## src/rtl/v4_pulse_gen.sv

```systemverilog
// Synthetic preamp-style pulse source: baseline, linear rise, exponential decay, with pile-up.
// Optional output noise from a 16-bit LFSR is enabled by defining V4_PULSE_GEN_NOISE_EN.
module v4_pulse_gen #(
  parameter int SIZE_ADC_DATA = 12,
  parameter int BASELINE      = 100,
  parameter int RISE_SHIFT    = 2,
  parameter int DECAY_SHIFT   = 4,
  parameter int FRAC          = 8
) (
  input  logic                     clk,
  input  logic                     reset,
  input  logic                     start,
  input  logic [SIZE_ADC_DATA-1:0] amplitude,
  output logic                     ready,
  output logic [SIZE_ADC_DATA-1:0] output_data,
  output logic [15:0]              pulse_count
);

  localparam int ACC_W = SIZE_ADC_DATA + FRAC + 1;
  localparam int RC_W  = RISE_SHIFT + 1;
  localparam int SW    = SIZE_ADC_DATA + 3;
  localparam logic [RC_W-1:0]          RISE_LAST = RC_W'((1 << RISE_SHIFT) - 1);
  localparam logic [ACC_W-1:0]         ACC_MAX   = {1'b0, {SIZE_ADC_DATA{1'b1}}, {FRAC{1'b0}}};
  localparam logic [SIZE_ADC_DATA-1:0] OUT_MAX   = '1;

  typedef enum logic [1:0] {IDLE, RISE, DECAY} state_t;

  state_t                   state;
  logic [ACC_W-1:0]         acc;
  logic [ACC_W-1:0]         step;
  logic [ACC_W-1:0]         new_step;
  logic [ACC_W-1:0]         rise_next;
  logic [ACC_W-1:0]         dec_amt;
  logic [ACC_W-1:0]         acc_dec;
  logic [ACC_W:0]           acc_sum;
  logic [SIZE_ADC_DATA:0]   acc_int;
  logic [SW-1:0]            out_sum;
  logic [SIZE_ADC_DATA-1:0] out_next;
  logic [RC_W-1:0]          rise_cnt;
  logic                     accept;

  assign ready  = reset && (state != RISE);
  assign accept = start && ready;

  assign new_step  = (ACC_W'(amplitude) << FRAC) >> RISE_SHIFT;
  assign acc_sum   = {1'b0, acc} + {1'b0, step};
  assign rise_next = (acc_sum > {1'b0, ACC_MAX}) ? ACC_MAX : acc_sum[ACC_W-1:0];
  assign dec_amt   = ((acc >> DECAY_SHIFT) == '0) ? ACC_W'(1) : (acc >> DECAY_SHIFT);
  assign acc_dec   = acc - dec_amt;
  assign acc_int   = acc[ACC_W-1:FRAC];

`ifdef V4_PULSE_GEN_NOISE_EN
  logic [15:0] lfsr;
  logic        lfsr_fb;

  assign lfsr_fb = lfsr[15] ^ lfsr[13] ^ lfsr[12] ^ lfsr[10];

  always_ff @(posedge clk) begin
    if (!reset) lfsr <= 16'hACE1;
    else        lfsr <= {lfsr[14:0], lfsr_fb};
  end

  // Noise term lfsr[2:0]-4 spans -4..+3; the sum may go negative before clamping.
  assign out_sum = SW'(BASELINE) + SW'(acc_int) + SW'(lfsr[2:0]) - SW'(4);
`else
  assign out_sum = SW'(BASELINE) + SW'(acc_int);
`endif

  assign out_next = out_sum[SW-1] ? '0 :
                    (out_sum[SW-2:0] > (SW-1)'(OUT_MAX)) ? OUT_MAX :
                    out_sum[SIZE_ADC_DATA-1:0];

  // Acceptance in DECAY keeps acc so a new pulse stacks on the remaining tail.
  always_ff @(posedge clk) begin
    if (!reset) begin
      state       <= IDLE;
      acc         <= '0;
      step        <= '0;
      rise_cnt    <= '0;
      output_data <= '0;
      pulse_count <= '0;
    end else begin
      output_data <= out_next;
      case (state)
        IDLE: begin
          acc <= '0;
          if (accept) begin
            step        <= new_step;
            rise_cnt    <= '0;
            pulse_count <= pulse_count + 16'd1;
            state       <= RISE;
          end
        end
        RISE: begin
          acc      <= rise_next;
          rise_cnt <= rise_cnt + 1'b1;
          if (rise_cnt == RISE_LAST) state <= DECAY;
        end
        DECAY: begin
          if (accept) begin
            step        <= new_step;
            rise_cnt    <= '0;
            pulse_count <= pulse_count + 16'd1;
            state       <= RISE;
          end else if (acc_int == '0) begin
            acc   <= '0;
            state <= IDLE;
          end else begin
            acc <= acc_dec;
          end
        end
        default: state <= IDLE;
      endcase
    end
  end

endmodule

```

## config.mk

```make
export PLATFORM = sky130hd
export DESIGN_NAME = v4_pulse_gen
export DESIGN_NICKNAME = d
export VERILOG_FILES = /design/src/rtl/v4_pulse_gen.sv
export SDC_FILE = /design/constraint.sdc
export NUM_CORES = 1
export LEC_CHECK = 0
export CAP_MARGIN = 10
export CORE_AREA = 4 4 104 106
export DETAILED_ROUTE_END_ITERATION = 8
export DIE_AREA = 0 0 108 110
export HOLD_SLACK_MARGIN = 0.12
export PLACE_DENSITY = 0.68
export SLEW_MARGIN = 20
export SYNTH_ARGS = -nofsm -noshare
export SYNTH_HDL_FRONTEND = slang
export SYNTH_SLANG_ARGS = --single-unit
```

## constraint.sdc

```tcl
create_clock -name clk -period 4.6 [get_ports clk]
set_input_delay 0.92 -clock clk [delete_from_list [all_inputs] [get_ports clk]]
set_output_delay 0.92 -clock clk [all_outputs]
set_load 0.01 [all_outputs]
```

==> flow_metrics.tcl, run 1 <==
set metrics [dict create \
    ir_drop_mv 0.1346 \
    drt_pre_antenna_iters 5 \
    ant_nets 0 \
    multi_input_area_mm2 0.003124 \
    yosysSeqAreaShare 0.2822 \
    grt_first_pass_wirelength_um 21420 \
    maxSlewViolCount 0 \
    fp.dieH_um 110 \
    finalPower_mw 1.387 \
    design.portCount 44 \
    max_freq_ghz 0.2473 \
    start_util 0.4790 \
    power_density_mw_per_mm2 255.6 \
    timing.critical_path.fanout_max 8 \
    totalNegativeSetupSlack_ps 0 \
    rr_endpoint "acc[18]$_SDFFE_PN0P_" \
    dpl.hpwl_um 9853 \
    count_of_hold_buffers_inserted_by_post_cts_repair 0 \
    outcome "complete, no violations" \
    finalHoldViolCount 0 \
    finalWorstPathRequiredPeriod_ps 4044 \
    timing.critical_path.to_type "flop" \
    cts.root.buffer_cell "sky130_fd_sc_hd__clkbuf_8" \
    postSynthAreaPerCell_um2 7.726 \
    clk_path_buf_depth 2 \
    syn_area_mm2 0.004682 \
    hold_class "flop to flop" \
    drt-initial-drc-count 395 \
    rsz0062_at_grt "no" \
    ys_types 71 \
    critPathLaunchType "flop" \
    rr_startpoint "acc[10]$_SDFFE_PN0P_" \
    dominantRegCellSynth "sky130_fd_sc_hd__dfxtp_1" \
    fp.dieArea_mm2 0.01188 \
    max_slew_margin 0.5399 \
    initial_antenna_violation_count 0 \
    fin_crit_share 0.8791 \
    number_of_setup_violations_in_the_final_report 0 \
    timing.max_cap.violations 0 \
    min-delay-start "step[14]$_SDFFE_PN0P_" \
    fp.coreArea_mm2 0.009774 \
    power.internal_mw 0.9676 \
    ctsResizeCount 0 \
    grt_start_max_net_pins 51 \
    postCtsSetupBuffers 0 \
    final_layout_size_suffix_gt1_frac 0.05581 \
    timing.reg2reg.setup_slack_ps 560 \
    syn-instance-count 606 \
    area_growth_pct 15.95 \
    layout.filler_cells 962 \
    clock_sinks 66 \
    routed_wire_length_per_instance_um 16.99 \
    p_leak_nw 2.086 \
    synthArstFlopShare 0 \
    design_area_mm2 0.005429 \
    cp_arrival_ps 4320 \
    wl_um 13220 \
    yosys_warnings 0 \
    remaining_overflow_grt 0 \
    placedCellCount 762 \
    ctsHtreeMaxLevel 3 \
    p_seq_frac 0.433 \
    place_area_mm2 0.005215 \
    clock_tree_from_tritoncts "done" \
    worst_hold_path.endpoint "step[14]$_SDFFE_PN0P_" \
    ys_ff_latch 66 \
    total_switching_power_mw 0.4198 \
    hold_path_depth 2 \
    clock_skew_ps 8.724 \
    core.rowCount 36 \
    globalRouteTotalUtil 0.2282 \
    timing_worst_slew_pin_value_ps 685.0 \
    syn_nets 663 \
    drc 0 \
    clkTransAtPathRegs_ps 80 \
    switching_fraction_of_total_power 0.3026 \
    cp_data_required_time_ps 4880 \
    tritoncts.num_buffers 9 \
    drt-vias-per-instance 5.835 \
    combinationalPowerShare 0.188 \
    num_antenna_cells 0 \
    p_clk_frac 0.379 \
    die_width_um 108 \
    synth-edff-count 0 \
    timing_worst_setup_path_type "flop to flop" \
    final_nets 697 \
    vias 4540 \
    fin_worst_hold_slack_ps 462.7 \
    io_buffers 43 \
    ff_latch_area_mm2 0.001321 \
    grt_pass1_vias 4241 \
    instances_no_fill 778 \
    clock_insertion_delay_worst_skew_ps 350 \
    worst_setup_path_startpoint "acc[10]$_SDFFE_PN0P_" \
    gp_congestion 0.9223 \
    r2r_cells 16 \
]
cells in the mapped netlist, drive strengths merged (4+ instances only):
library cell | count | area, um^2
and2 | 9 | 61.32
a21oi | 60 | 304.0
a31oi | 10 | 62.56
nand3 | 21 | 105.1
a21o | 8 | 60.06
o211ai | 4 | 35.03
o21a | 4 | 30.03
o22ai | 4 | 25.02
nand2 | 90 | 337.8
nor2b | 5 | 31.28
a22oi | 4 | 30.03
o21ai | 20 | 100.1
xor2 | 19 | 166.4
ha | 40 | 500.5
o31ai | 6 | 58.81
nor3 | 10 | 50.05
or3 | 6 | 37.54
nor4 | 6 | 52.55
nor2 | 57 | 214.0
nand2b | 9 | 56.30
a211oi | 7 | 52.55
dfxtp | 66 | 1321
buf | 5 | 30.02
inv | 32 | 120.1
xnor2 | 20 | 175.2
nand4 | 9 | 62.56
mux2i | 6 | 60.06
clkbuf | 21 | 78.83
layout make-up:
type / count / share of cell area
Clock buffer: 11 / 0.02789
Clock inverter: 5 / 0.01152
Inverter: 34 / 0.02351
Multi-Input combinational cell: 480 / 0.5755
Sequential cell: 66 / 0.2434
Tap cell: 133 / 0.03065
Timing Repair Buffer: 49 / 0.08758
through the flow:
| stage | worst slack, ps | util |
|---|---|---|
| after floorplan | 1203 | - |
| after detailed placement | 663.8 | 0.5335 |
| final | 556.1 | 0.5554 |
| after CTS | 637.6 | 0.5554 |
| after global placement | 821.6 | 0.5335 |
| after global routing | 311.9 | 0.5554 |
worst max-delay path by stage:
stage / slack [ps] / cells after the start / endpoint
2_1_floorplan: 1200 / 16 / acc[18]$_SDFFE_PN0P_
6_report: 560 / 16 / acc[18]$_SDFFE_PN0P_
3_5_place_dp: 660 / 16 / acc[18]$_SDFFE_PN0P_
5_1_grt: 310 / 16 / acc[18]$_SDFFE_PN0P_
3_3_place_gp: 820 / 16 / acc[18]$_SDFFE_PN0P_
4_1_cts: 640 / 16 / acc[18]$_SDFFE_PN0P_
logic make-up (layout without fill, tap and decap cells):
family / count (synthesis) / count (layout) / share of synthesized area
buffers and inverters: 60 / 99 / 0.05051
multiplexers: 7 / 7 / 0.01523
AND/OR/NAND/NOR: 234 / 234 / 0.2392
adder cells (fa/ha/maj): 42 / 42 / 0.1154
XOR/XNOR: 39 / 39 / 0.07296
AO/OA/AOI/OAI: 158 / 158 / 0.2245
flip-flops: 66 / 66 / 0.2822
worst max-delay path, stage by stage (launching register included):
cell and delay [ps]:
sky130_fd_sc_hd__dfxtp_1 510, sky130_fd_sc_hd__inv_1 90, sky130_fd_sc_hd__ha_1 200, sky130_fd_sc_hd__nor4b_1 140, sky130_fd_sc_hd__nand4_1 160, sky130_fd_sc_hd__nand4b_1 180
sky130_fd_sc_hd__nand2b_1 70, sky130_fd_sc_hd__ha_1 200, sky130_fd_sc_hd__fa_1 380, sky130_fd_sc_hd__nand2b_1 190, sky130_fd_sc_hd__a211oi_1 400, sky130_fd_sc_hd__o211ai_1 200
sky130_fd_sc_hd__a21oi_1 340, sky130_fd_sc_hd__a211o_1 230, sky130_fd_sc_hd__a211o_1 180, sky130_fd_sc_hd__mux2_1 320, sky130_fd_sc_hd__a31oi_1 170
placed cells by master, fill, tap and decap left out, types with 9 or more instances in the layout:
cell type,n
sky130_fd_sc_hd__dfxtp_1,66
sky130_fd_sc_hd__clkbuf_8,11
sky130_fd_sc_hd__nor3_1,10
sky130_fd_sc_hd__clkdlybuf4s50_1,43
sky130_fd_sc_hd__xnor2_1,20
sky130_fd_sc_hd__ha_1,40
sky130_fd_sc_hd__a21oi_1,59
sky130_fd_sc_hd__nand2_1,90
sky130_fd_sc_hd__xor2_1,19
sky130_fd_sc_hd__o21ai_0,13
sky130_fd_sc_hd__inv_1,31
sky130_fd_sc_hd__a31oi_1,10
sky130_fd_sc_hd__nand3_1,21
sky130_fd_sc_hd__nor2_1,57
sky130_fd_sc_hd__nand2b_1,9
flip-flops by register name, summed over array words and instances, names as in the netlist:
name and cells:
output_data 12, rise_cnt 3, state 2, step 12, pulse_count 16, acc 21
routing by layer:
layer,GRT usage,part of all wire,vias to the layer above
met5,0,0,-
met4,0.07845,0.027,0
met3,0.03145,0.047,36
met2,0.3890,0.47,137
met1,0.2978,0.45,2149
li1,-,-,2218
power by group through the flow:
stage	combinational (mW)	sequential, mW	clock, mW
after floorplan	0.173	0.613	0
after global placement	0.253	0.614	0
after detailed placement	0.257	0.615	0
after CTS	0.259	0.601	0.535
after global routing	0.282	0.603	0.560
final	0.261	0.601	0.525
Power figures use the tool's default switching activity.
==> inputs of run 2 (changes only) <==
--- a/config.mk
+++ b/config.mk
@@ -11,7 +11,6 @@
 export DIE_AREA = 0 0 108 110
 export HOLD_SLACK_MARGIN = 0.12
 export PLACE_DENSITY = 0.68
-export SLEW_MARGIN = 20
 export SYNTH_ARGS = -nofsm -noshare
 export SYNTH_HDL_FRONTEND = slang
 export SYNTH_SLANG_ARGS = --single-unit
==> results of run 2 <==
Same layout as run 1: the final DEF is identical, and so are final timing and power.
